===== config.mk =====
export PLATFORM = sky130hd
export DESIGN_NAME = fadd_out_stage
export DESIGN_NICKNAME = d
export VERILOG_FILES = /design/src/rtl/fpu_pkg.sv /design/src/rtl/fadd_fixup.sv /design/src/rtl/fadd_out_stage.sv
export SDC_FILE = /design/constraint.sdc
export NUM_CORES = 1
export LEC_CHECK = 0
export BUFFER_PORTS_ARGS = -buffer_cell sky130_fd_sc_hd__buf_2
export CAP_MARGIN = 20
export CELL_PAD_IN_SITES_DETAIL_PLACEMENT = 0
export CELL_PAD_IN_SITES_GLOBAL_PLACEMENT = 1
export CORE_ASPECT_RATIO = 0.7
export CORE_MARGIN = 2
export CORE_UTILIZATION = 32
export DETAILED_ROUTE_END_ITERATION = 10
export GPL_TIMING_DRIVEN = 0
export PLACE_DENSITY = 0.69
export SYNTH_ARGS = -nofsm -noshare
export SYNTH_HDL_FRONTEND = slang
export SYNTH_SLANG_ARGS = --single-unit

===== constraint.sdc =====
create_clock -name clk -period 3.6 [get_ports clk]
set_input_delay 0.18 -clock clk [delete_from_list [all_inputs] [get_ports clk]]
set_output_delay 0.18 -clock clk [all_outputs]
set_load 0.005 [all_outputs]

===== src/rtl/fpu_pkg.sv =====
// Single-precision constants, field view and classification helpers shared
// by the fadd output stage and its fixup logic.
package fpu_pkg;

  localparam logic [31:0] FP_QNAN    = 32'h7FC0_0000;
  localparam logic [7:0]  FP_EXP_MAX = 8'hFF;
  localparam logic [31:0] FP_POS_INF = 32'h7F80_0000;
  localparam logic [31:0] FP_NEG_INF = 32'hFF80_0000;

  typedef struct packed {
    logic        sign;
    logic [7:0]  exp;
    logic [22:0] man;
  } fp32_t;

  function automatic logic is_nan(fp32_t x);
    return (x.exp == FP_EXP_MAX) && (x.man != '0);
  endfunction

  function automatic logic is_inf(fp32_t x);
    return (x.exp == FP_EXP_MAX) && (x.man == '0);
  endfunction

endpackage


===== src/rtl/fadd_fixup.sv =====
// Combinational IEEE-754 special-value fixup applied to the raw fadd result:
// NaN and Inf operands, then exponent overflow, in that priority.
module fadd_fixup
  import fpu_pkg::*;
(
  input  logic [31:0] a_i,
  input  logic [31:0] b_i,
  input  logic [31:0] res_i,
  input  logic        ovf_i,
  output logic [31:0] data_o,
  output logic        inv_o,
  output logic        ovf_o
);

  fp32_t a, b, res;

  assign a   = fp32_t'(a_i);
  assign b   = fp32_t'(b_i);
  assign res = fp32_t'(res_i);

  always_comb begin
    // NOTE: every output is defaulted before the priority chain so no branch can infer a latch.
    data_o = res_i;
    inv_o  = 1'b0;
    ovf_o  = 1'b0;
    if (is_nan(a) || is_nan(b)) begin
      data_o = FP_QNAN;
      inv_o  = 1'b1;
    end else if (is_inf(a) && is_inf(b) && (a.sign != b.sign)) begin
      data_o = FP_QNAN;
      inv_o  = 1'b1;
    end else if (is_inf(a)) begin
      data_o = {a.sign, FP_EXP_MAX, 23'h0};
    end else if (is_inf(b)) begin
      data_o = {b.sign, FP_EXP_MAX, 23'h0};
    end else if (ovf_i || (res.exp == FP_EXP_MAX)) begin
      data_o = {res.sign, FP_EXP_MAX, 23'h0};
      ovf_o  = 1'b1;
    end
  end

endmodule


===== src/rtl/fadd_out_stage.sv =====
// Registered output stage for fadd: fixes up special values, buffers results
// in a 2-entry FIFO, keeps sticky exception flags and a completed-op counter.
module fadd_out_stage
  import fpu_pkg::*;
#(
  parameter int TAG_W = 4,
  parameter int CNT_W = 16
) (
  input  logic             clk,
  input  logic             rst,
  input  logic             in_valid,
  output logic             in_ready,
  input  logic [31:0]      in_a,
  input  logic [31:0]      in_b,
  input  logic [31:0]      fadd_res,
  input  logic             fadd_ovf,
  input  logic [TAG_W-1:0] in_tag,
  output logic             out_valid,
  input  logic             out_ready,
  output logic [31:0]      out_data,
  output logic [TAG_W-1:0] out_tag,
  output logic             out_inv,
  output logic             out_ovf,
  output logic             flag_inv,
  output logic             flag_ovf,
  input  logic             flag_clr,
  output logic [CNT_W-1:0] op_count
);

  typedef struct packed {
    logic [31:0]      data;
    logic [TAG_W-1:0] tag;
    logic             inv;
    logic             ovf;
  } entry_t;

  entry_t           mem_q [2];
  entry_t           head;
  logic             wr_ptr_q, wr_ptr_d;
  logic             rd_ptr_q, rd_ptr_d;
  logic [1:0]       count_q, count_d;
  logic             flag_inv_q, flag_inv_d;
  logic             flag_ovf_q, flag_ovf_d;
  logic [CNT_W-1:0] op_count_q, op_count_d;
  logic             push, pop;
  logic [31:0]      fix_data;
  logic             fix_inv, fix_ovf;

  fadd_fixup u_fixup (
    .a_i    (in_a),
    .b_i    (in_b),
    .res_i  (fadd_res),
    .ovf_i  (fadd_ovf),
    .data_o (fix_data),
    .inv_o  (fix_inv),
    .ovf_o  (fix_ovf)
  );

  // in_ready looks only at the registered count, so out_ready never reaches it.
  assign in_ready  = (count_q != 2'd2);
  assign out_valid = (count_q != 2'd0);
  assign push      = in_valid && in_ready;
  assign pop       = out_valid && out_ready;

  always_comb begin
    wr_ptr_d   = wr_ptr_q;
    rd_ptr_d   = rd_ptr_q;
    count_d    = count_q;
    flag_inv_d = flag_inv_q;
    flag_ovf_d = flag_ovf_q;
    op_count_d = op_count_q;
    if (push) wr_ptr_d = ~wr_ptr_q;
    if (pop) begin
      rd_ptr_d   = ~rd_ptr_q;
      op_count_d = op_count_q + CNT_W'(1);
    end
    case ({push, pop})
      2'b10:   count_d = count_q + 2'd1;
      2'b01:   count_d = count_q - 2'd1;
      default: count_d = count_q;
    endcase
    // A flag being set in the same cycle as a clear takes precedence.
    if (flag_clr) begin
      flag_inv_d = 1'b0;
      flag_ovf_d = 1'b0;
    end
    if (push && fix_inv) flag_inv_d = 1'b1;
    if (push && fix_ovf) flag_ovf_d = 1'b1;
  end

  always_ff @(posedge clk) begin
    // NOTE: registered state uses non-blocking assignments so every flop samples pre-edge values.
    if (rst) begin
      wr_ptr_q   <= 1'b0;
      rd_ptr_q   <= 1'b0;
      count_q    <= 2'd0;
      flag_inv_q <= 1'b0;
      flag_ovf_q <= 1'b0;
      op_count_q <= '0;
    end else begin
      wr_ptr_q   <= wr_ptr_d;
      rd_ptr_q   <= rd_ptr_d;
      count_q    <= count_d;
      flag_inv_q <= flag_inv_d;
      flag_ovf_q <= flag_ovf_d;
      op_count_q <= op_count_d;
    end
  end

  // NOTE: FIFO storage is deliberately not reset; out_valid masks whatever it holds.
  always_ff @(posedge clk) begin
    if (push) mem_q[wr_ptr_q] <= '{data: fix_data, tag: in_tag, inv: fix_inv, ovf: fix_ovf};
  end

  assign head     = mem_q[rd_ptr_q];
  assign out_data = out_valid ? head.data : '0;
  assign out_tag  = out_valid ? head.tag  : '0;
  assign out_inv  = out_valid && head.inv;
  assign out_ovf  = out_valid && head.ovf;
  assign flag_inv = flag_inv_q;
  assign flag_ovf = flag_ovf_q;
  assign op_count = op_count_q;

endmodule


* Yosys cells after proc, flatten, opt, wreduce, memory -nomap -nowiden
Memory sizes are Yosys's and may differ from the RTL's. A register that Yosys moved wholly into a read port is not among the register bits. Index checks and enable logic that the tools add are counted.
Operators by class: $add $sub $neg 3, eq/ne operators 7, multiplexer cells 22, bitwise gates (word level) 2, reduce and logical (&&, ||, !) cells 22
Operators with widths (number):
- two-way mux 32 bit | 5
- zero test 23 bit | 2
- nonzero test 23 bit | 2
- two-way mux 31 bit | 1
- equality test 8 bit (second input constant) | 3
- adder 16 x 1 -> 16 bit (second input constant) | 1
- two-way mux 1 bit | 14
- logical AND 1 bit | 12
- nonzero test 2 bit | 4
- two-way mux 4 bit | 1
- case mux 2 bit (2 select lines) | 1
- adder 2 x 1 -> 2 bit (second input constant) | 1
- equality test 2 x 1 -> 1 bit (second input constant) | 1
- equality test 2 bit (second input constant) | 1
- logical OR 1 bit | 2
- != test 2 bit (second input constant) | 1
- inverter 1 bit | 2
- subtractor 2 x 1 -> 2 bit (second input constant) | 1
- != test 1 bit | 1
Storage, ports and cells: register bits after elaboration 22, RAM bits 76, input bits 106, output and inout port bits 58, word-level logic and storage cells 63, memories kept 1
Memories:
- mem_q | words 2, bits a word 38, rd ports 1, clocked after Yosys merged registers in 1, write ports 1, line fadd_out_stage.sv:37 | entry_t mem_q [2];

* Depth between registers and ports, before layout
depth after elaboration 9, depth in mapped cells 6, depth with buffers taken out 6

* Modules after synthesis
Synthesis repeated with hierarchy kept, for this count alone.
Second synthesis, totals: cell total of the unflattened synthesis 348, area, all modules 4292.9 µm²
Modules (own cells, without submodules):
- fadd_out_stage | times used 1, cells each 276, area each 3842.4 µm², seq. area each 2742.6 µm²
- fadd_fixup | times used 1, cells each 72, area each 450.4 µm², seq. area each 0.0 µm²

* Worst setup path before layout
No wires, ideal clock.
path type reg2reg, start reg count_q[0], end mem mem_q[0][0] in the netlist's numbering, enable pin, setup time 0.433 ns, data arrival time 2.310 ns, data required time 3.167 ns, path slack 0.856 ns, cell stages (with the launch flop) 4, path buffers 0, clock period less this slack 2.744 ns, cells stage by stage dfxtp_1 -> nand2b_1 -> nand2_1 -> nor2_1
Between the ends: cells in the longest elaborated chain, start to end 4
Ends and longest elaborated chain:
- start: declaration | line fadd_out_stage.sv:41 | logic [1:0] count_q, count_d;
- start signal: assignment | line fadd_out_stage.sv:103 | count_q <= count_d;
- != test 2 bit | line fadd_out_stage.sv:60 | assign in_ready = (count_q != 2'd2);
- via in_ready | line fadd_out_stage.sv:12 | output logic in_ready,
- logical AND 1 bit | line fadd_out_stage.sv:62 | assign push = in_valid && in_ready;
- two-way mux 1 bit | line fadd_out_stage.sv:112 | if (push) mem_q[wr_ptr_q] <= '{data: fix_data, tag: in_tag, inv: fix_inv, ovf: fix_ovf};
- two-way mux 1 bit (not written as such) | line fadd_out_stage.sv:112
- end: declaration | line fadd_out_stage.sv:37
The timed path passes the listed nets, and every way through them passes these cells.

* Worst setup path after layout
start reg count_q[0], end out out_data[28]
Between the ends: cells in the longest elaborated chain, start to end 2
Ends and longest elaborated chain:
- nonzero test 2 bit | line fadd_out_stage.sv:61 | assign out_valid = (count_q != 2'd0);
- two-way mux 32 bit | line fadd_out_stage.sv:116 | assign out_data = out_valid ? head.data : '0;
- end: declaration | line fadd_out_stage.sv:20 | output logic [31:0] out_data,
Every way passes these cells.

==> out/results.tsv <==
metric	value	unit
cell repeated most along the worst path	nor2_1	
GR met1 Demand/Resource	19.0	%
H-tree levels	3	
post-layout util	43.1	%
worst relative slew slack	50.0	%
Clock Skews	0.00817	ns
clk_lat worst skew	0.34	ns
initial drt markers	102	
clock slew at reported path FFs	0.07	ns
clock buffer count from CTS	9	
CTS max path bufs	2	
Total Routing Usage GR	14.6	%
top_reg_cell synth	edfxtp_1	
core box area	13100	sq um
HPWL Detailed	7.59	mm
Post-Syn Nets	450	
RSZ-0062 raised after global routing	false	
hold_buf cts	0	
peak supply drop	214	uV
GRT busiest layer	met2	
Cells after Synth	342	
worst r2r src	count_q[0]	
Psw	1.09	mW
CTS resizes	0	
vias in the first global route	3150	
gr ovfl total	0	
post-route ant nets	0	
synthesized area	4270	sq um
Min-Delay Startpoint	in_tag[1]	
nets	626	
fraction of registers with async set/reset	0	%
status	finished clean	
crit share post-route	63.3	%
Seq pwr share	42.1	%
drt wl/cell	14.8	um
CP max FO	10	
GR met3 Demand/Resource	5.18	%
Reg2Reg Setup Slack	1.85	ns
crit path time final	2.28	ns
Worst setup SP type	flop	
Hold Violations, Final	0	
I/O pin count	164	
synthesis-to-layout area growth	32.1	%
register area share after synthesis	64.2	%
Initial Util	32.6	%
I/O Buffers	163	
Power Density	626	nW/um^2
Int Power	2.44	mW
first-pass GRT wire length	16.0	mm
Synth Area per Inst	12.5	sq um
DP Cell Count	673	
combinational share of power	30.4	%
yosys synthesis warning count	0	
WP data arrival	2.10	ns
root buf cell	clkbuf_16	
EDFF count, synth	76	
unique cell type count in the Yosys netlist	36	
WHS	0.0277	ns
worst hold endpoint	mem_q[0][3]	
TNS Setup	0	ns
clock sink count	99	
worst-path cell chain	nor2_1 > clkbuf_1 > buf_1 > nor2_1 > buf_2	
Clk pwr share	27.5	%
GR Util met2	23.2	%
number of max-cap violations	0	
Rows	35	
Die H	101	um
CP Capture Type	primary output	
initial antenna violation count	0	
drt total wl	10.2	mm
die width	142	um
1st-pass router iterations	4	
setup violators final	0	
worst-case reg-to-reg path depth	5	
TritonCTS clock tree	yes	
Vias/cell	4.61	
vias	3179	
leak pwr	2.27	nW
max incr delay on CP	0.46	ns
required time of the worst setup path	3.42	ns
CP max-delay cell	clkbuf_1	
Hold Path Depth	1	
Die ar.	14300	sq um
largest net degree at the start of global routing	32	
f_max	0.439	GHz
switching fraction of total power	30.9	%
diode count	0	
share of cells above drive strength 1	36.3	%
worst slew pin tran	0.750	ns
max-slew violations	0	
HP Class	input port to flop	
Finished Layout Cells	689	
Post-CTS Repair Setup Buffers	0	
routability cong.	0.784	
worst r2r dst	count_q[1]	
WS Path Type	flop to primary output	
#FFs+latches synth	99	
DRC errors left	0	
cell usage after synthesis, types with 8 or more instances:
cell / count / share of area [%]
and2_1: 23 / 3.4
nor2_1: 60 / 5.3
clkbuf_1: 9 / 0.79
nand4_1: 8 / 1.2
nand2_1: 9 / 0.79
edfxtp_1: 76 / 53
nand2b_1: 9 / 1.3
mux2i_1: 40 / 9.4
nor4_1: 11 / 1.6
xnor2_1: 9 / 1.8
dfxtp_1: 23 / 11
logic make-up (layout without fill, tap and decap cells):
logic type | after synthesis | in the layout | synth area share, %
DFF | 99 | 99 | 64.2
adders and majority gates | 2 | 2 | 0.585
AOI/OAI and AO/OA | 18 | 18 | 2.49
buffers and inverters | 18 | 199 | 1.76
and+or+nand+nor | 149 | 149 | 18.4
muxes | 40 | 40 | 9.37
xor gates and xnor gates | 16 | 16 | 3.28
cell type report:
cell class | count | area [sq um]
Buffer | 14 | 60.1
Sequential cell | 99 | 2740
Multi-Input combinational cell | 225 | 1470
Fill cell | 1260 | 7450
Tap cell | 166 | 208
Timing Repair Buffer | 165 | 856
Inverter | 4 | 15.0
Clock buffer | 10 | 229
Clock inverter | 6 | 71.3
power by group through the flow:
| stage | Clock (mW) | Sequential (mW) | Combinational [mW] |
|---|---|---|---|
| 2_1_floorplan | 0 | 1.51 | 0.618 |
| 3_3_place_gp | 0 | 1.52 | 1.07 |
| 3_5_place_dp | 0 | 1.52 | 1.10 |
| 4_1_cts | 1.00 | 1.49 | 1.11 |
| 5_1_grt | 1.05 | 1.50 | 1.21 |
| 6_report | 0.970 | 1.49 | 1.08 |
through the flow:
stage | worst slack, ns | instance area, sq um | power [mW]
floorplan | 0.856 | 4270 | 2.12
CTS | 1.26 | 5650 | 3.60
global placement | -0.313 | 5300 | 2.59
global route | 1.15 | 5650 | 3.77
detailed placement | 1.34 | 5350 | 2.62
finish | 1.32 | 5650 | 3.53
placed cells by master (no fill, tap or decap), types with 2 or more instances in the layout:
master and count:
o21ai_0 6, buf_2 166, nand2_1 9, inv_6 2
mux2i_1 40, a21oi_1 7, and4_1 3, clkbuf_16 9
or3_1 5, nand3_1 4, edfxtp_1 76, nand4_1 8
inv_1 4, nor2_1 59, clkbuf_1 10, dfxtp_1 23
xnor2_1 9, and2_1 23, nor4_1 11, buf_12 2
xor2_1 7, nor2b_1 2, nor3_1 7, ha_1 2
nand2b_1 9
critical path: cells and delay by family (launching register included):
family	cells	cell delay [ns]
flip-flops	1	0.36
buffers and inverters	3	1.01
AND/OR/NAND/NOR	2	0.39
layer usage:
layer | part of all wire [%] | up-vias
li1 | - | 1591
met1 | 47 | 1493
met2 | 45 | 82
met3 | 7.1 | 13
met4 | 1.0 | 0
met5 | 0 | -
registers in the layout, summed over array words and instances (netlist names), named ones only:
signal,count
flag_ovf,1
mem_q,76
rd_ptr_q,1
count_q,2
wr_ptr_q,1
op_count,16
flag_inv,1
how the worst max path moves through the flow:
stage,from,endpoint,slack (ns),cells past startpoint
global placement,count_q[0],mem_q[0][24],-0.31,3
finish,count_q[0],out_data[28],1.32,5
floorplan,count_q[0],mem_q[0][0],0.86,3
CTS,count_q[0],out_data[28],1.26,5
detailed placement,fadd_res[26],mem_q[0][33],1.34,6
global route,count_q[0],out_tag[1],1.15,5
No activity file was read; power rests on OpenSTA's default activity.
